`config.mk`:
```
export PLATFORM = sky130hd
export DESIGN_NAME = mac_tile_sched
export DESIGN_NICKNAME = d
export VERILOG_FILES = /design/src/rtl/mac_pkg.sv /design/src/rtl/mac_tile_cnt.sv /design/src/rtl/mac_tile_sched.sv
export SDC_FILE = /design/constraint.sdc
export NUM_CORES = 1
export LEC_CHECK = 0
export BUFFER_PORTS_ARGS = -buffer_cell sky130_fd_sc_hd__buf_2
export CAP_MARGIN = 30
export CORE_MARGIN = 2
export CORE_UTILIZATION = 35
export CTS_CLUSTER_SIZE = 40
export DETAILED_ROUTE_END_ITERATION = 16
export SLEW_MARGIN = 20
export SYNTH_ARGS = -nofsm -noshare
export SYNTH_HDL_FRONTEND = slang
export SYNTH_SLANG_ARGS = --single-unit
```
`constraint.sdc`:
```
create_clock -name CLK -period 6.4 [get_ports CLK]
set_input_delay 0.64 -clock CLK [delete_from_list [all_inputs] [get_ports CLK]]
set_output_delay 0.64 -clock CLK [all_outputs]
set_load 0.05 [all_outputs]
```
`src/rtl/mac_pkg.sv`:
```
// Shared definitions for the MAC tile scheduler: FSM states, tile geometry,
// job-descriptor field positions and per-tile geometry helpers.
package mac_pkg;

  typedef enum logic [2:0] {
    IDLE  = 3'd0,
    INIT  = 3'd1,
    ISSUE = 3'd2,
    WAIT  = 3'd3,
    NEXT  = 3'd4,
    FIN   = 3'd5
  } state_e;

  localparam int TILE    = 4;
  localparam int DIM_MAX = 8;
  localparam int ELEM_W  = 8;

  localparam int FIELD_W = 4;
  localparam int M_LSB   = 8;
  localparam int N_LSB   = 4;
  localparam int T_LSB   = 0;

  function automatic logic field_ok(input logic [3:0] f);
    return (f >= 4'd1) && (f <= 4'(DIM_MAX));
  endfunction

  function automatic logic needs_two(input logic [3:0] dim);
    return dim > 4'(TILE);
  endfunction

  // Number of valid lanes the given tile index covers along one dimension.
  function automatic logic [3:0] tile_cnt(input logic [3:0] dim, input logic idx);
    if (dim <= 4'(TILE)) return dim;
    else if (idx)        return dim - 4'(TILE);
    else                 return 4'(TILE);
  endfunction

  function automatic logic [3:0] vld_mask(input logic [3:0] cnt);
    logic [4:0] full;
    full = (5'd1 << cnt) - 5'd1;
    return full[3:0];
  endfunction

  function automatic logic [4:0] shift_bits(input logic [3:0] nk);
    logic [4:0] gap;
    gap = 5'(TILE) - {1'b0, nk};
    return gap * 5'(ELEM_W);
  endfunction

endpackage

```
`src/rtl/mac_tile_cnt.sv`:
```
// Three-level nested wrap counter (K innermost, then T, then M) walking the
// tile passes of one job; a limit input of 1 means that level has two tiles.
module mac_tile_cnt (
  input  logic clk_i,
  input  logic rst_i,
  input  logic clr_i,
  input  logic step_i,
  input  logic k_lim_i,
  input  logic t_lim_i,
  input  logic m_lim_i,
  output logic k_o,
  output logic t_o,
  output logic m_o,
  output logic k_nxt_o,
  output logic t_nxt_o,
  output logic m_nxt_o,
  output logic last_o
);

  logic k_q, t_q, m_q;
  logic k_wrap, t_wrap, m_wrap;

  always_comb begin
    k_wrap  = (k_q == k_lim_i);
    t_wrap  = (t_q == t_lim_i);
    m_wrap  = (m_q == m_lim_i);
    k_nxt_o = k_wrap ? 1'b0 : k_q + 1'b1;
    t_nxt_o = k_wrap ? (t_wrap ? 1'b0 : t_q + 1'b1) : t_q;
    m_nxt_o = (k_wrap && t_wrap) ? (m_wrap ? 1'b0 : m_q + 1'b1) : m_q;
    last_o  = k_wrap && t_wrap && m_wrap;
  end

  always_ff @(posedge clk_i or posedge rst_i) begin
    if (rst_i) begin
      k_q <= 1'b0;
      t_q <= 1'b0;
      m_q <= 1'b0;
    end else if (clr_i) begin
      k_q <= 1'b0;
      t_q <= 1'b0;
      m_q <= 1'b0;
    end else if (step_i) begin
      k_q <= k_nxt_o;
      t_q <= t_nxt_o;
      m_q <= m_nxt_o;
    end
  end

  assign k_o = k_q;
  assign t_o = t_q;
  assign m_o = m_q;

endmodule

```
`src/rtl/mac_tile_sched.sv`:
```
// Job scheduler for a 4x4 MAC array: splits an MxN by NxT job into up to eight
// tile passes and presents registered per-tile geometry for each pass.
module mac_tile_sched
  import mac_pkg::*;
(
  input  logic        CLK,
  input  logic        RST,
  input  logic        Start,
  input  logic [11:0] MNT,
  input  logic        ArrDone,
  output logic        Busy,
  output logic        Done,
  output logic        Err,
  output logic        Clr,
  output logic        TileGo,
  output logic        MTile,
  output logic        TTile,
  output logic        KTile,
  output logic [4:0]  shI,
  output logic [4:0]  shW,
  output logic [3:0]  RowVld,
  output logic [3:0]  ColVld,
  output logic        Acc,
  output logic [3:0]  OBase,
  output logic [2:0]  dbg_state_o
);

  // Handshake: Start is a one-cycle request sampled only in IDLE; ArrDone is
  // sampled only in WAIT; Clr/TileGo/Done/Err are single-cycle pulses.
  state_e      state_q, state_d;
  logic [11:0] mnt_q, mnt_src;
  logic        err_q;
  logic [4:0]  sh_q;
  logic [3:0]  row_q, col_q;
  logic        mnt_valid, accept, advance, last;
  logic        m_idx, t_idx, k_idx, m_nxt, t_nxt, k_nxt;
  logic        m_src, t_src, k_src;

  assign mnt_valid = field_ok(MNT[M_LSB +: FIELD_W]) && field_ok(MNT[N_LSB +: FIELD_W])
                  && field_ok(MNT[T_LSB +: FIELD_W]);

  always_comb begin
    state_d = state_q;
    accept  = 1'b0;
    advance = 1'b0;
    case (state_q)
      IDLE:  if (Start && mnt_valid) begin
               accept  = 1'b1;
               state_d = INIT;
             end
      INIT:  state_d = ISSUE;
      ISSUE: state_d = WAIT;
      WAIT:  if (ArrDone) state_d = NEXT;
      NEXT:  if (last) state_d = FIN;
             else begin
               advance = 1'b1;
               state_d = ISSUE;
             end
      FIN:   state_d = IDLE;
      default: state_d = IDLE;
    endcase
  end

  // Tile geometry is loaded from the incoming descriptor at tile 0 on accept,
  // and from the counter's upcoming indices when stepping to the next pass.
  always_comb begin
    mnt_src = accept ? MNT : mnt_q;
    m_src   = accept ? 1'b0 : m_nxt;
    t_src   = accept ? 1'b0 : t_nxt;
    k_src   = accept ? 1'b0 : k_nxt;
  end

  always_ff @(posedge CLK or posedge RST) begin
    if (RST) begin
      state_q <= IDLE;
      mnt_q   <= '0;
      err_q   <= 1'b0;
      sh_q    <= '0;
      row_q   <= 4'hF;
      col_q   <= 4'hF;
    end else begin
      state_q <= state_d;
      err_q   <= (state_q == IDLE) && Start && !mnt_valid;
      if (accept) mnt_q <= MNT;
      if (accept || advance) begin
        sh_q  <= shift_bits(tile_cnt(mnt_src[N_LSB +: FIELD_W], k_src));
        row_q <= vld_mask(tile_cnt(mnt_src[M_LSB +: FIELD_W], m_src));
        col_q <= vld_mask(tile_cnt(mnt_src[T_LSB +: FIELD_W], t_src));
      end
    end
  end

  mac_tile_cnt u_cnt (
    .clk_i   (CLK),
    .rst_i   (RST),
    .clr_i   (accept),
    .step_i  (advance),
    .k_lim_i (needs_two(mnt_q[N_LSB +: FIELD_W])),
    .t_lim_i (needs_two(mnt_q[T_LSB +: FIELD_W])),
    .m_lim_i (needs_two(mnt_q[M_LSB +: FIELD_W])),
    .k_o     (k_idx),
    .t_o     (t_idx),
    .m_o     (m_idx),
    .k_nxt_o (k_nxt),
    .t_nxt_o (t_nxt),
    .m_nxt_o (m_nxt),
    .last_o  (last)
  );

  assign Busy        = (state_q != IDLE);
  assign Clr         = (state_q == INIT);
  assign TileGo      = (state_q == ISSUE);
  assign Done        = (state_q == FIN);
  assign Err         = err_q;
  assign MTile       = m_idx;
  assign TTile       = t_idx;
  assign KTile       = k_idx;
  assign Acc         = k_idx;
  assign OBase       = {m_idx, t_idx, 2'b00};
  assign shI         = sh_q;
  assign shW         = sh_q;
  assign RowVld      = row_q;
  assign ColVld      = col_q;
  assign dbg_state_o = state_q;

endmodule

```
==> metrics.yaml <==
outcome:
  run_status: "finished, final reports clean"
clocking:
  cts.reportedPaths.clkPinSlew_ps: 60
  tritoncts_sink_count: 29
  cts_max_path_buffers: 2
  postCtsSetupBuffers: 0
  cts_resized: 0
  cts_root_buf: "clkbuf_8"
  clock_tree_from_tritoncts: "yes"
  cts-buffers-inserted: 5
  worstSkewPairLatency_ps: 280
  cts_hold_buf: 0
  clock_tree.htree_level_count: 2
yosys:
  leading_area_contributor_after_synthesis: "dfrtp_1"
  yosys-top-cells-count: "nand2_1 (26), dfrtp_1 (21), nor2_1 (20), buf_4 (15), inv_1 (13)"
  synth.area.mux_share_pct: 7.30
  synth.most_common_cell: "nand2_1"
  yosys_reg_bits: 29
  synth-main-ff-cell: "dfrtp_1"
  synth_sequential_area_ratio_pct: 39.0
  synthXorXnorAreaFrac_pct: 0.465
  synth_top_cells_by_area: "dfrtp_1 (28%), dfstp_2 (11%), buf_4 (6.0%), nand2_1 (5.2%), ha_1 (4.0%)"
  synth_top_family_by_area: "simple AND/OR/NAND/NOR gates"
  number_of_flops_mapped_to_enable_cells_by_yosys: 0
  synthDominantCellAreaShare_pct: 27.9
  synthCells: 208
  basic_gate_share_of_the_synthesized_area_counting_and_or_nand_and_nor_cells_pct: 24.7
  synth_warnings: 0
  synth.cell_area_sq_um: 1880
  yosys.area_share.adder_pct: 3.98
  synth-async-reset-ratio_pct: 100
  yosysUniqueCellTypes: 52
  post_synth.cell_area_avg_sq_um: 9.06
  synth_compound_gate_area_share_pct: 14.2
drt:
  drt-wirelength-per-cell_um: 13.3
  firstDrtPassIters: 4
  avgViaCountPerCell: 5.05
  drt_drc_violations_left: 0
  via_count: 1596
  drt_iter0_markers: 124
  finalWirelength_mm: 4.22
  ant_nets: 0
critical_path:
  critical_path_peak_fanout: 16
  critical_path.most_common_cell: "nand2_1"
  setup.worst_path.end_class: "register"
  delay_contributed_by_the_slowest_stage_of_the_critical_path_ps: 610
  critical_path_arrival_ps: 4440
  crit_slowest_cell: "or4b_4"
  cp_top_family: "simple AND/OR/NAND/NOR gates"
  critical_path_required_ps: 6630
  path_buf_inv: 2
  worst-setup-path-type: "register to register"
  start_kind: "register"
  reg2reg_setup_slack_ps: 2180
  cp_cell_sequence: "or4b_4, nor3_4, and2_1, o21ai_1, inv_1, ha_1, o21ai_0, o21ai_0, a32oi_1, mux2i_1, nand2_1, or2_2, ha_1, inv_1, nand2_1, a211o_1, o2111a_1, nand2_1"
sta:
  setup_tns_ps: 0
  fin_worst_skew_ps: 4.69
  final_slew_viol_count: 0
  tightestPinTransition_ps: 581
  slew_headroom_pct: 60.9
  fin_crit_sh_pct: 65.9
  achievable_freq_mhz: 237
  rsz0062_at_grt: "false"
  final.min_clock_period_ps: 4220
  setup_violations: 0
  final_hold_viol_count: 0
floorplan:
  die-width_um: 77.4
  chipHeight_um: 77.4
  floorplan.io_pins: 50
  die-area_sq_um: 5990
  core_area_sq_um: 5140
  core.rowCount: 26
  floorplan.initialDensity_pct: 36.7
global_route:
  grt_overflow: 0
  grt_antenna_before_repair: 0
  wire_length_of_the_first_global_routing_pass_mm: 7.22
  grt_util_all_layers_pct: 15.2
  maximum_number_of_pins_on_one_net_before_global_route_repair: 30
  first_global_vias: 1509
placement:
  portBuffers: 41
  detailed_place_hpwl_mm: 3.16
  detailed_place.area_sq_um: 2080
  place_congestion: 0.889
power_and_ir_drop:
  max-vdd-ir-drop_mv: 0.337
  leakage_nw: 1.03
  finalPower_mw: 1.25
  power_density_cells_nw_per_um2: 575
final_layout:
  area_delta_synth_final_pct: 15.0
  layout.cell_area.non_filler_sq_um: 2170
  postLayoutCoreUtil_pct: 42.2
  fill_cells: 544
  antenna-diode-count: 0
  layout-drive-gt1-share_pct: 29.7
  nNetsFinal: 267
worst_hold_path:
  min_path_type: "input pin to async pin"
flow_run:
  cap_violations: 0
==> power breakdown <==
| part | switching [mW] | total (mW) | internal, mW |
|---|---|---|---|
| clock network | 0.0686 | 0.156 | 0.0875 |
| registers | 0.0764 | 0.357 | 0.281 |
| logic | 0.503 | 0.733 | 0.230 |
| total | 0.648 | 1.25 | 0.598 |
==> final timing paths <==
check | startpoint | cells after the start | endpoint
min in group CLK | ColVld[2] | 2 | ColVld[2]
min reg2reg | ColVld[2] | 2 | ColVld[2]
max in group asynchronous | RST | 3 | ColVld[1]
max reg2reg | dbg_state_o[2] | 18 | ColVld[2]
max | dbg_state_o[2] | 18 | ColVld[2]
min | RST | 3 | dbg_state_o[0]
==> cell families after synthesis <==
| kind of cell | Yosys count |
|---|---|
| multiplexers | 13 |
| AO/OA/AOI/OAI | 39 |
| other | 1 |
| adder cells (fa/ha/maj) | 6 |
| XOR/XNOR | 1 |
| flip-flops | 29 |
| buffers and inverters | 33 |
| AND/OR/NAND/NOR | 86 |
==> flip-flops by register name, indices dropped and copies added, names as in the netlist <==
name         count
mnt_q           12
ColVld           4
RowVld           4
dbg_state_o      3
shI              2
Err              1
u_cnt.k_o        1
u_cnt.m_o        1
u_cnt.t_o        1
==> worst reg2reg max path: stages (launching register included) <==
cell	delay [ps]
dfrtp_1	470
or4b_4	610
nor3_4	230
and2_1	550
o21ai_1	180
inv_1	90
ha_1	290
o21ai_0	150
o21ai_0	100
a32oi_1	110
mux2i_1	250
nand2_1	80
or2_2	280
ha_1	190
inv_1	80
nand2_1	50
a211o_1	230
o2111a_1	140
nand2_1	60
==> layout make-up <==
cell class                 instances  area (sq um)  share of cell area, %
clock buffer                       8          90.1                   4.16
inverter                          13          48.8                   2.25
sequential                        29           736                   33.9
tap                               70          87.6                   4.04
multi-input combinational        153           985                   45.4
timing repair buffer              43           220                   10.2
==> stage by stage <==
stage	hold slack, ps	setup slack [ps]	std cells
CTS	431	2210	316
finish	414	2180	316
global placement	451	2150	308
detailed placement	444	2000	308
floorplan	489	2500	215
global route	460	1830	316
==> routing by layer <==
layer / global-route usage [%] / vias up / part of all wire (%)
met4: 4.82 / 0 / 1.4
met3: 4.19 / 7 / 5.7
li1: - / 788 / -
met5: 0 / - / 0
met2: 25.1 / 52 / 47
met1: 19.3 / 749 / 45
==> placed cells by master, fill, tap and decap left out, types with 5 or more instances in the layout <==
cell      netlist  final
nor2_1         20     20
conb_1          1      8
dfstp_2         8      8
nand3_1         7      7
mux2_2          6      6
ha_1            6      6
dfrtp_1        21     21
nand2_1        26     26
a21oi_1         6      6
inv_1          13     13
mux2i_1         7      7
buf_2           2     41
clkbuf_8        0      6
or3_1           5      5
o21ai_0         9      9
(Power assumes the default switching activity.)
